$ cat config.mk
export PLATFORM = sky130hd
export DESIGN_NAME = datapath_ctrl
export DESIGN_NICKNAME = d
export VERILOG_FILES = /design/src/rtl/datapath_ctrl.sv
export SDC_FILE = /design/constraint.sdc
export NUM_CORES = 1
export LEC_CHECK = 0
export CAP_MARGIN = 25
export CORE_ASPECT_RATIO = 0.75
export CORE_MARGIN = 4
export CORE_UTILIZATION = 39
export DETAILED_ROUTE_END_ITERATION = 7
export PLACE_DENSITY = 0.76
export RECOVER_POWER = 100
export SLEW_MARGIN = 25
export SYNTH_ARGS = -nofsm -noshare
export SYNTH_HDL_FRONTEND = slang
export SYNTH_SLANG_ARGS = --single-unit
$ cat constraint.sdc
create_clock -name clk -period 2.53 [get_ports clk]
set_clock_uncertainty 0.2 [all_clocks]
set_input_delay 0.6325 -clock clk [delete_from_list [all_inputs] [get_ports clk]]
set_output_delay 0.6325 -clock clk [all_outputs]
set_load 0.05 [all_outputs]
$ cat src/rtl/datapath_ctrl.sv
// Instruction-sequencing controller: captures an instruction on start, decodes it
// and steps the register-file/ALU datapath through read, execute and writeback.
module datapath_ctrl (
    input  logic        clk,
    input  logic        rst,
    input  logic        s,
    input  logic [15:0] in,
    output logic        w,
    output logic        err,
    output logic [2:0]  nsel,
    output logic [1:0]  vsel,
    output logic        write,
    output logic        loada,
    output logic        loadb,
    output logic        loadc,
    output logic        loads,
    output logic        asel,
    output logic        bsel,
    output logic [1:0]  ALU_op,
    output logic [1:0]  shift,
    output logic [15:0] sximm8
);

    typedef enum logic [2:0] {
        WAIT   = 3'd0,
        DECODE = 3'd1,
        GET_A  = 3'd2,
        GET_B  = 3'd3,
        EXEC   = 3'd4,
        WR_REG = 3'd5,
        WR_IMM = 3'd6
    } state_t;

    typedef struct packed {
        logic [2:0] nsel;
        logic [1:0] vsel;
        logic       write;
        logic       loada;
        logic       loadb;
        logic       loadc;
        logic       loads;
        logic       asel;
        logic       bsel;
        logic [1:0] alu_op;
        logic [1:0] shift;
    } ctrl_t;

    state_t      state, state_n;
    logic [15:0] ir, ir_n;
    logic        err_n;
    ctrl_t       ctrl;

    // Control word for a given state; only legal instructions ever reach EXEC,
    // so opcode 110 there always means MOV-reg.
    function automatic ctrl_t ctrl_for(input state_t st, input logic [15:0] instr);
        ctrl_t c;
        logic  is_mov, is_cmp;
        c      = '0;
        is_mov = (instr[15:13] == 3'b110);
        is_cmp = (instr[15:13] == 3'b101) && (instr[12:11] == 2'b01);
        case (st)
            GET_A: begin
                c.nsel  = 3'b100;
                c.loada = 1'b1;
            end
            GET_B: begin
                c.nsel  = 3'b001;
                c.loadb = 1'b1;
            end
            EXEC: begin
                c.shift  = instr[4:3];
                c.asel   = is_mov || (instr[12:11] == 2'b11);
                c.alu_op = is_mov ? 2'b00 : instr[12:11];
                c.loadc  = !is_cmp;
                c.loads  = is_cmp;
            end
            WR_REG: begin
                c.nsel  = 3'b010;
                c.write = 1'b1;
            end
            WR_IMM: begin
                c.nsel  = 3'b100;
                c.vsel  = 2'b10;
                c.write = 1'b1;
            end
            default: ;
        endcase
        return c;
    endfunction

    always_comb begin
        state_n = state;
        ir_n    = ir;
        err_n   = err;
        case (state)
            WAIT: begin
                if (s) begin
                    ir_n    = in;
                    err_n   = 1'b0;
                    state_n = DECODE;
                end
            end
            DECODE: begin
                case (ir[15:13])
                    3'b110: begin
                        if (ir[12:11] == 2'b10)      state_n = WR_IMM;
                        else if (ir[12:11] == 2'b00) state_n = GET_B;
                        else begin
                            state_n = WAIT;
                            err_n   = 1'b1;
                        end
                    end
                    3'b101:  state_n = (ir[12:11] == 2'b11) ? GET_B : GET_A;
                    default: begin
                        state_n = WAIT;
                        err_n   = 1'b1;
                    end
                endcase
            end
            GET_A:   state_n = GET_B;
            GET_B:   state_n = EXEC;
            EXEC:    state_n = ((ir[15:13] == 3'b101) && (ir[12:11] == 2'b01)) ? WAIT : WR_REG;
            WR_REG:  state_n = WAIT;
            WR_IMM:  state_n = WAIT;
            default: state_n = WAIT;
        endcase
    end

    // Outputs are registered from the next state so they are clean Moore values.
    always_ff @(posedge clk or posedge rst) begin
        if (rst) begin
            state <= WAIT;
            ir    <= '0;
            err   <= 1'b0;
            ctrl  <= '0;
            w     <= 1'b1;
        end else begin
            state <= state_n;
            ir    <= ir_n;
            err   <= err_n;
            ctrl  <= ctrl_for(state_n, ir_n);
            w     <= (state_n == WAIT);
        end
    end

    assign nsel   = ctrl.nsel;
    assign vsel   = ctrl.vsel;
    assign write  = ctrl.write;
    assign loada  = ctrl.loada;
    assign loadb  = ctrl.loadb;
    assign loadc  = ctrl.loadc;
    assign loads  = ctrl.loads;
    assign asel   = ctrl.asel;
    assign bsel   = ctrl.bsel;
    assign ALU_op = ctrl.alu_op;
    assign shift  = ctrl.shift;
    assign sximm8 = {{8{ir[7]}}, ir[7:0]};

endmodule
Word-level counts from Yosys, hierarchy flattened
Cells that the tools add are included.
{"block": "classes", "eq_ne": 22, "muxes": 22, "reduce_logical": 12}
{"cell": "$mux 16", "n": 2}
{"cell": "$eq 3x3->1 const B", "n": 8}
{"cell": "$pmux 3 s5", "n": 1}
{"cell": "$eq 3x2->1 const B", "n": 4}
{"cell": "$mux 3", "n": 4}
{"cell": "$pmux 3 s3", "n": 1}
{"cell": "$mux 1", "n": 7}
{"cell": "$eq 2x2->1 const B", "n": 3}
{"cell": "$logic_not 3->1", "n": 2}
{"cell": "$mux 2", "n": 3}
{"cell": "$ne 3x3->1 const B", "n": 2}
{"cell": "$pmux 3 s2", "n": 1}
{"cell": "$reduce_and 5->1", "n": 1}
{"cell": "$eq 2x1->1 const B", "n": 2}
{"cell": "$mux 4", "n": 1}
{"cell": "$ne 2x2->1 const B", "n": 2}
{"cell": "$pmux 1 s2", "n": 2}
{"cell": "$reduce_or 2->1", "n": 2}
{"cell": "$eq 3x1->1 const B", "n": 1}
{"cell": "$logic_and 1x1->1", "n": 2}
{"cell": "$logic_not 2->1", "n": 1}
{"cell": "$reduce_and 2->1", "n": 1}
{"cell": "$reduce_bool 2->1", "n": 1}
{"cell": "$logic_not 1->1", "n": 1}
{"cell": "$logic_or 1x1->1", "n": 1}
{"block": "word_totals", "register_bits": 36, "output_inout_bits": 34}

Logic depth before layout (Yosys ltp)
Gate-level depths: netlist of run 1.
{"block": "depth", "word_depth": 8, "ltp_mapped": 6}

Worst setup path after synthesis of run 1
OpenSTA, ideal clock, no wires.
{"block": "synth_timing", "path_type": "input to register", "startpoint": "input s", "endpoint": "register ctrl (netlist bit loadc)", "setup_time_ns": 0.121, "arrival_ns": 1.661, "required_time_ns": 2.209, "path_slack_ns": 0.548, "stages": 4, "n_path_buf": 0, "path_cell_list": "nor4b_4 mux2i_1 o2111ai_1 nor2b_1"}
{"block": "synth_between", "elab_chain_cells": 6}
{"element": "start: declaration", "line": "6", "source": "input logic s,"}
{"element": "$mux 16", "line": "97", "source": "if (s) begin"}
{"element": "$mux 16", "line": "95", "source": "case (state)"}
{"element": "$eq 3x3->1 / $eq 2x1->1 (equally long branches)", "line": "60", "source": "is_cmp = (instr[15:13] == 3'b101) && (instr[12:11] == 2'b01);"}
{"element": "$logic_and 1x1->1", "line": "60"}
{"element": "$logic_not 1->1", "line": "74", "source": "c.loadc = !is_cmp;"}
{"element": "$mux 3 (*)", "line": "61", "source": "case (st)"}
{"element": "end signal: assignment", "line": "141", "source": "ctrl <= ctrl_for(state_n, ir_n);"}
{"element": "end: declaration", "line": "51", "source": "ctrl_t ctrl;"}
Every way passes the cells marked *; elsewhere a longest branch is shown, timed or not.
A chain may end at the register's enable or synchronous reset.

Final worst setup path of run 1
{"block": "layout_timing", "startpoint": "register ir[7]", "endpoint": "output sximm8[9]"}
{"element": "start: declaration", "line": "49", "source": "logic [15:0] ir, ir_n;"}
{"element": "start signal: assignment", "line": "139", "source": "ir <= ir_n;"}
{"element": "end: declaration", "line": "21", "source": "output logic [15:0] sximm8"}
No word-level cell between the ends.

==> out/summary.txt, run 1 <==
F_max: 408 MHz
Post-DRT Antenna Nets: 0
RSZ-0062 raised after global routing: no
Synth cell types: 36
Critical Path Source Type: flip-flop
CP arrival: 1.62 ns
Final setup TNS: 0 ns
Critical Path Slowest Stage Cell: clkdlybuf4s50_1
WP data required: 1.70 ns
Post-synth EDFFs: 0
Die Width: 78.1 um
Buffers on Ports: 47
Min setup slack post-route: 0.0785 ns
Root Buffer Master: clkbuf_8
Synth area leaders: dfrtp_1 54%, buf_4 9.4%, mux2_2 7.8%
DIE HEIGHT: 60.6 um
Global Route Usage Sum: 12.7%
Clk sinks: 32
Top_reg_cell synth: dfrtp_1
Setup WS pre-CTS: 0.00226 ns
R2R Setup Slk: 0.51 ns
N_diodes: 0
Drc violations: 0
Global-route wire length before repair: 4550 um
Initial antenna violation count: 0
FP Rows: 18
Filler cells: 302
Crit path time final: 2.45 ns
Clk buf depth: 2
Top-count cell post-synth: dfrtp_1
Routed WL: 2730 um
Ys async rst share: 100%
Worst slew pin tran: 0.766 ns
Crit path buf inv count: 1
Share of cells above drive strength 1: 13.7%
Syn Area/Cell: 11.8 sq um
Fin cells: 211
Synthesized area: 1440 sq um
PostCTS Resize Cnt: 0
Grt total ovfl: 0
Starting Density: 42.0%
Finish-stage setup viols: 0
Placed Cells: 203
CP endpoint kind: primary output
Vias: 958
Crit-path cells: clkdlybuf4s50_1
Hold crit path type: reg -> reg
Multi-input combinational cell area: 447 sq um
Post-layout util: 56.5%
Vias in the first global route: 1072
CP Max Fanout: 10
CTS Hold Buffers Added: 0
Post-Syn Instances: 122
Reg area: 802 sq um
Leading area contributor after synthesis: dfrtp_1
Die area: 4730 sq um
DR vias/cell: 4.54
DRT Pass-1 Iters: 4
Critical path's top delay family: buffers and inverters
DR WL/cell: 13.0 um
Fin. Hold Viols: 0
Status: finished clean
Yosys Warn Count: 0
Initial drt markers: 74
TritonCTS Buffers: 5
CTS tree: built
# nets final: 179
Max Cap Violations: 0
Number of H-tree levels: 2
Synth Register Bits: 32
Largest net degree at the start of global routing: 33
Worst skew pair latency: 0.27 ns
Ports: 53
Slew HR: 48.9%
Area Growth Syn to Fin: 34.6%
Detailed Place HPWL: 2160 um
Delay of the slowest cell on the worst path: 0.87 ns
Setup Fix Bufs, Post-CTS: 0
Crit Path Category: reg -> out
Top cells by count, synth: 31 x dfrtp_1, 18 x buf_4, 11 x nor2_1
Synth top area share: 54.0%
Core Area: 3420 sq um
Clock slew seen by the registers of the worst setup and hold paths: 0.06 ns
Register area share after synthesis: 55.8%
GP Congestion: 0.855
Slew Viols, Final: 0
Final worst path period share: 96.9%
==> metal layers <==
metal  track usage [%]  vias to the layer above  wire, um
li1                  -                      467         -
met4              5.74                        0        10
met3              4.90                        2       193
met1              13.3                      459      1090
met5                 0                        -         0
met2              23.4                       30      1440
==> area by class of cell <==
class	count	area share (%)
Clock buffer	6	3.75
Inverter	6	1.16
Timing Repair Buffer	51	25.5
Multi-Input combinational cell	64	23.1
Sequential cell	32	41.4
Tap cell	50	3.23
Clock inverter	2	1.81
==> through the flow <==
| step | hold slack [ns] | cell area [sq um] |
|---|---|---|
| after floorplan | 0.282 | 1440 |
| after global placement | 0.292 | 1850 |
| after detailed placement | 0.302 | 1850 |
| after CTS | 0.316 | 1960 |
| after global routing | 0.336 | 1940 |
| final | 0.306 | 1940 |
==> path summary, 6_finish.rpt <==
check	from	endpoint	cells after the start
min reg2reg	ir[2]	ir[2]	1
min in group asynchronous	rst	ir[4]	3
max in group asynchronous	rst	ir[0]	3
max reg2reg	state[1]	loadc	6
max	ir[7]	sximm8[9]	1
min	ir[2]	ir[2]	1
==> state kept, by name (all words and copies together), names as in the netlist, 2 cells and up <==
name	cells
ALU_op	2
shift	2
nsel	3
state	3
ir	13
==> layout by cell type (no fill, tap or decap), types with 3 or more instances in the layout <==
cell type,synthesis,routed
nand2_1,3,3
inv_1,5,5
clkbuf_8,0,5
nor2b_1,6,6
dfrtp_1,31,31
mux2i_1,4,4
clkdlybuf4s50_1,0,24
mux2_2,10,9
nand2b_1,4,4
dlygate4sd3_1,0,23
nor2_1,11,11
==> logic make-up (layout without fill, tap and decap cells) <==
family | Yosys count | after routing | share of synthesized area, %
and+or+nand+nor | 37 | 37 | 15.3
DFF | 32 | 32 | 55.8
buffers and inverters | 27 | 65 | 12.4
muxes | 14 | 14 | 10.6
AOI/OAI and AO/OA | 11 | 11 | 5.66
other | 1 | 2 | 0.261
Power of run 1 is not shown: default switching activity piles up to over one toggle a cycle in this logic, so the estimate is an artifact.
==> inputs of run 2 (changes only) <==
CORE_MARGIN = 2   (was 4)
==> run 2 against run 1 <==
Sequential share of layout area is 0.37 points lower; clock-buffer cell count is 1 lower; final area is 0.90% higher; die area is 11% lower; global-route usage is 1.3 points higher; largest cell class unchanged.
==> out/summary.txt, run 2 (synthesis results as in run 1) <==
Status: finished clean
Fin. Hold Viols: 0
Min setup slack post-route: 0.0752 ns
Setup WS pre-CTS: 0.0249 ns
Detailed Place HPWL: 1980 um
N_diodes: 0
Crit Path Category: reg -> out
Initial antenna violation count: 0
Clk sinks: 32
CP endpoint kind: primary output
PostCTS Resize Cnt: 0
Critical path's top delay family: buffers and inverters
Placed cell areas: 1850 sq um
Drc violations: 0
Crit path buf inv count: 1
Clk buf depth: 2
Routed WL: 2540 um
Critical Path Source Type: flip-flop
Reg area: 802 sq um
Initial drt markers: 87
Slew Viols, Final: 0
Post-DRT Antenna Nets: 0
Clock slew seen by the registers of the worst setup and hold paths: 0.06 ns
Worst skew pair latency: 0.28 ns
F_max: 407 MHz
Finish-stage setup viols: 0
Share of cells above drive strength 1: 14.9%
Root Buffer Master: clkbuf_8
TritonCTS Buffers: 5
Final setup TNS: 0 ns
WP data required: 1.70 ns
Global Route Usage Sum: 14.0%
CTS tree: built
Ports: 53
Core Area: 3590 sq um
Multi-input combinational cell area: 462 sq um
Delay of the slowest cell on the worst path: 0.86 ns
Vias: 973
DRT Pass-1 Iters: 4
CTS Hold Buffers Added: 0
Final hold slack: 0.299 ns
Starting Density: 40.0%
# nets final: 179
Slew HR: 48.1%
Worst slew pin tran: 0.778 ns
Global-route wire length before repair: 4320 um
Number of H-tree levels: 2
Hold crit path type: reg -> reg
Grt total ovfl: 0
Largest register FFs: 13
Crit path time final: 2.45 ns
DIE HEIGHT: 56.6 um
Die Width: 74.1 um
Critical Path Slowest Stage Cell: clkdlybuf4s50_1
FP Rows: 19
Most frequent cells in the layout: 31 x dfrtp_1, 24 x clkdlybuf4s50_1, 23 x dlygate4sd3_1
Largest net degree at the start of global routing: 33
RSZ-0062 raised after global routing: no
Final worst path period share: 97.0%
Vias in the first global route: 972
Filler cells: 294
Buffers on Ports: 47
Crit-path cells: clkdlybuf4s50_1
Setup Fix Bufs, Post-CTS: 0
Die area: 4190 sq um
GP Congestion: 0.861
CP Max Fanout: 10
Biggest register: ir
Finished Cell Area: 1950 sq um
Max Cap Violations: 0
Most common cell after layout, fill and taps aside: dfrtp_1
DR vias/cell: 4.57
DR WL/cell: 11.9 um
CP arrival: 1.62 ns
Area Growth Syn to Fin: 35.9%
## run 2: changes by cell type in the layout (fill, tap and decap cells not counted)
cell        before  now
nor4b_4          0    1
mux2_1           1    0
nor4b_1          2    1
mux2_2           9   10
clkinvlp_4       0    1
buf_4            2    1
## run 2: worst paths after layout
path | startpoint | to | slack, ns | cells after the start
hold reg to reg | err | err | 0.30 | 2
max in group asynchronous | rst | ir[12] | 0.82 | 3
setup / recovery | ir[7] | sximm8[15] | 0.08 | 1
min in group asynchronous | rst | ir[3] | 0.81 | 3
setup reg to reg | state[1] | loadc | 0.37 | 6
hold / removal | err | err | 0.30 | 2
## run 2: stage by stage
stage	instances	utilization (%)
after floorplan	123	-
after global placement	205	51.6
after detailed placement	205	51.6
after CTS	213	54.7
after global routing	213	54.4
final	213	54.4
## run 2: layout make-up
type,count,share of cell area (%)
repair buffers,51,25.1
multi-input cells,64,23.6
inverters,6,1.15
well taps,52,3.33
clock inverters,3,2.18
clock buffers,5,3.52
flip-flops and latches,32,41.1
## run 2: metal layers
layer,vias to the layer above,routed length [um],GRT usage [%],share of wire [%]
met4,0,31,7.79,1.2
met3,4,154,5.57,6.1
met5,-,0,0,0
met2,24,1320,22.6,52
li1,468,-,-,-
met1,477,1040,15.6,41
Power of run 2 is left out for the same reason.
==> patch: new RTL, config.mk and constraints of run 2 <==
Reset style: synchronous (`rst`), changed in one clocked block.
--- a/src/rtl/datapath_ctrl.sv
+++ b/src/rtl/datapath_ctrl.sv
@@ -127,7 +127,7 @@
     end
 
     // Outputs are registered from the next state so they are clean Moore values.
-    always_ff @(posedge clk or posedge rst) begin
+    always_ff @(posedge clk) begin
         if (rst) begin
             state <= WAIT;
             ir    <= '0;
Function: differs if rst is asserted again (counterexample within 4 cycles, from zero or initial values and one cycle with rst high); with rst held inactive, the same outputs for 10 cycles.
==> patch against run 2 <==
  * Sequential cell count unchanged
  * Count of clock-buffer cells in the layout increased by 1
  * Synthesized area shrank 7.0%
  * Final area decreased by 6.5%
  * Worst setup slack got worse by 0.00051 ns
  * Wire length rose by 17%
  * Highest routed layer unchanged
==> patch: results <==
export IMPL_dp_slack_ns=0.0344
export IMPL_hold_end="ir[6]"
export IMPL_synth_area_mux_share=0.0973
export IMPL_grt_pass1_vias=969
export IMPL_dp_cells=204
export IMPL_outcome="complete, no violations"
export IMPL_place_hpwl_um=2200
export IMPL_nWellTaps=40
export IMPL_ff_latch_area_um2=641
export IMPL_grt_max_degree=17
export IMPL_synth_cells=132
export IMPL_final_clk_cell_share=0.0589
export IMPL_grt_first_pass_wirelength_um=4530
export IMPL_reg2reg_slack_ns=0.35
export IMPL_grt_met2_usage=0.279
export IMPL_hp_start="ir[6]"
export IMPL_ys_top_cells_by_area="dfxtp_1 (48%), buf_4 (10%), mux2i_1 (9.7%)"
export IMPL_drive_above_1_share=0.0872
export IMPL_max_slew_worst_pin_slew_ns=0.774
export IMPL_buffer_area_frac=0.275
export IMPL_finalInstanceArea_um2=1830
export IMPL_drtIter0Drc=45
export IMPL_wl_met1_um=1210
export IMPL_inv_count=4
export IMPL_fin_nets=190
export IMPL_ys_top_cells_by_count="dfxtp_1 (32), nor2_1 (22), buf_4 (18)"
export IMPL_buffers_excl_clock=54
export IMPL_use_met3=0.0681
export IMPL_grt_total_usage=0.160
patch: worst max path at each step:
| stage | start | end | slack (ns) | cells after the start |
|---|---|---|---|---|
| floorplan | s | asel | 0.45 | 5 |
| global placement | s | err | 0.02 | 6 |
| detailed placement | s | err | 0.03 | 6 |
| CTS | ir[7] | sximm8[8] | 0.06 | 1 |
| global route | ir[7] | sximm8[13] | 0.002 | 1 |
| finish | ir[7] | sximm8[8] | 0.07 | 1 |
patch: what timing repair did:
action                                  in CTS  in global routing
gates resized for setup                      0                  1
endpoints found under the setup margin       0                  8
setup buffers                                0                  0
patch: power groups by stage:
| stage | clock network (mW) | registers [mW] | logic, mW |
|---|---|---|---|
| after floorplan | 0 | 0.551 | 0.154 |
| after global placement | 0 | 0.546 | 0.210 |
| after detailed placement | 0 | 0.548 | 0.215 |
| after CTS | 0.484 | 0.537 | 0.216 |
| after global routing | 0.511 | 0.539 | 0.216 |
| final | 0.477 | 0.537 | 0.205 |
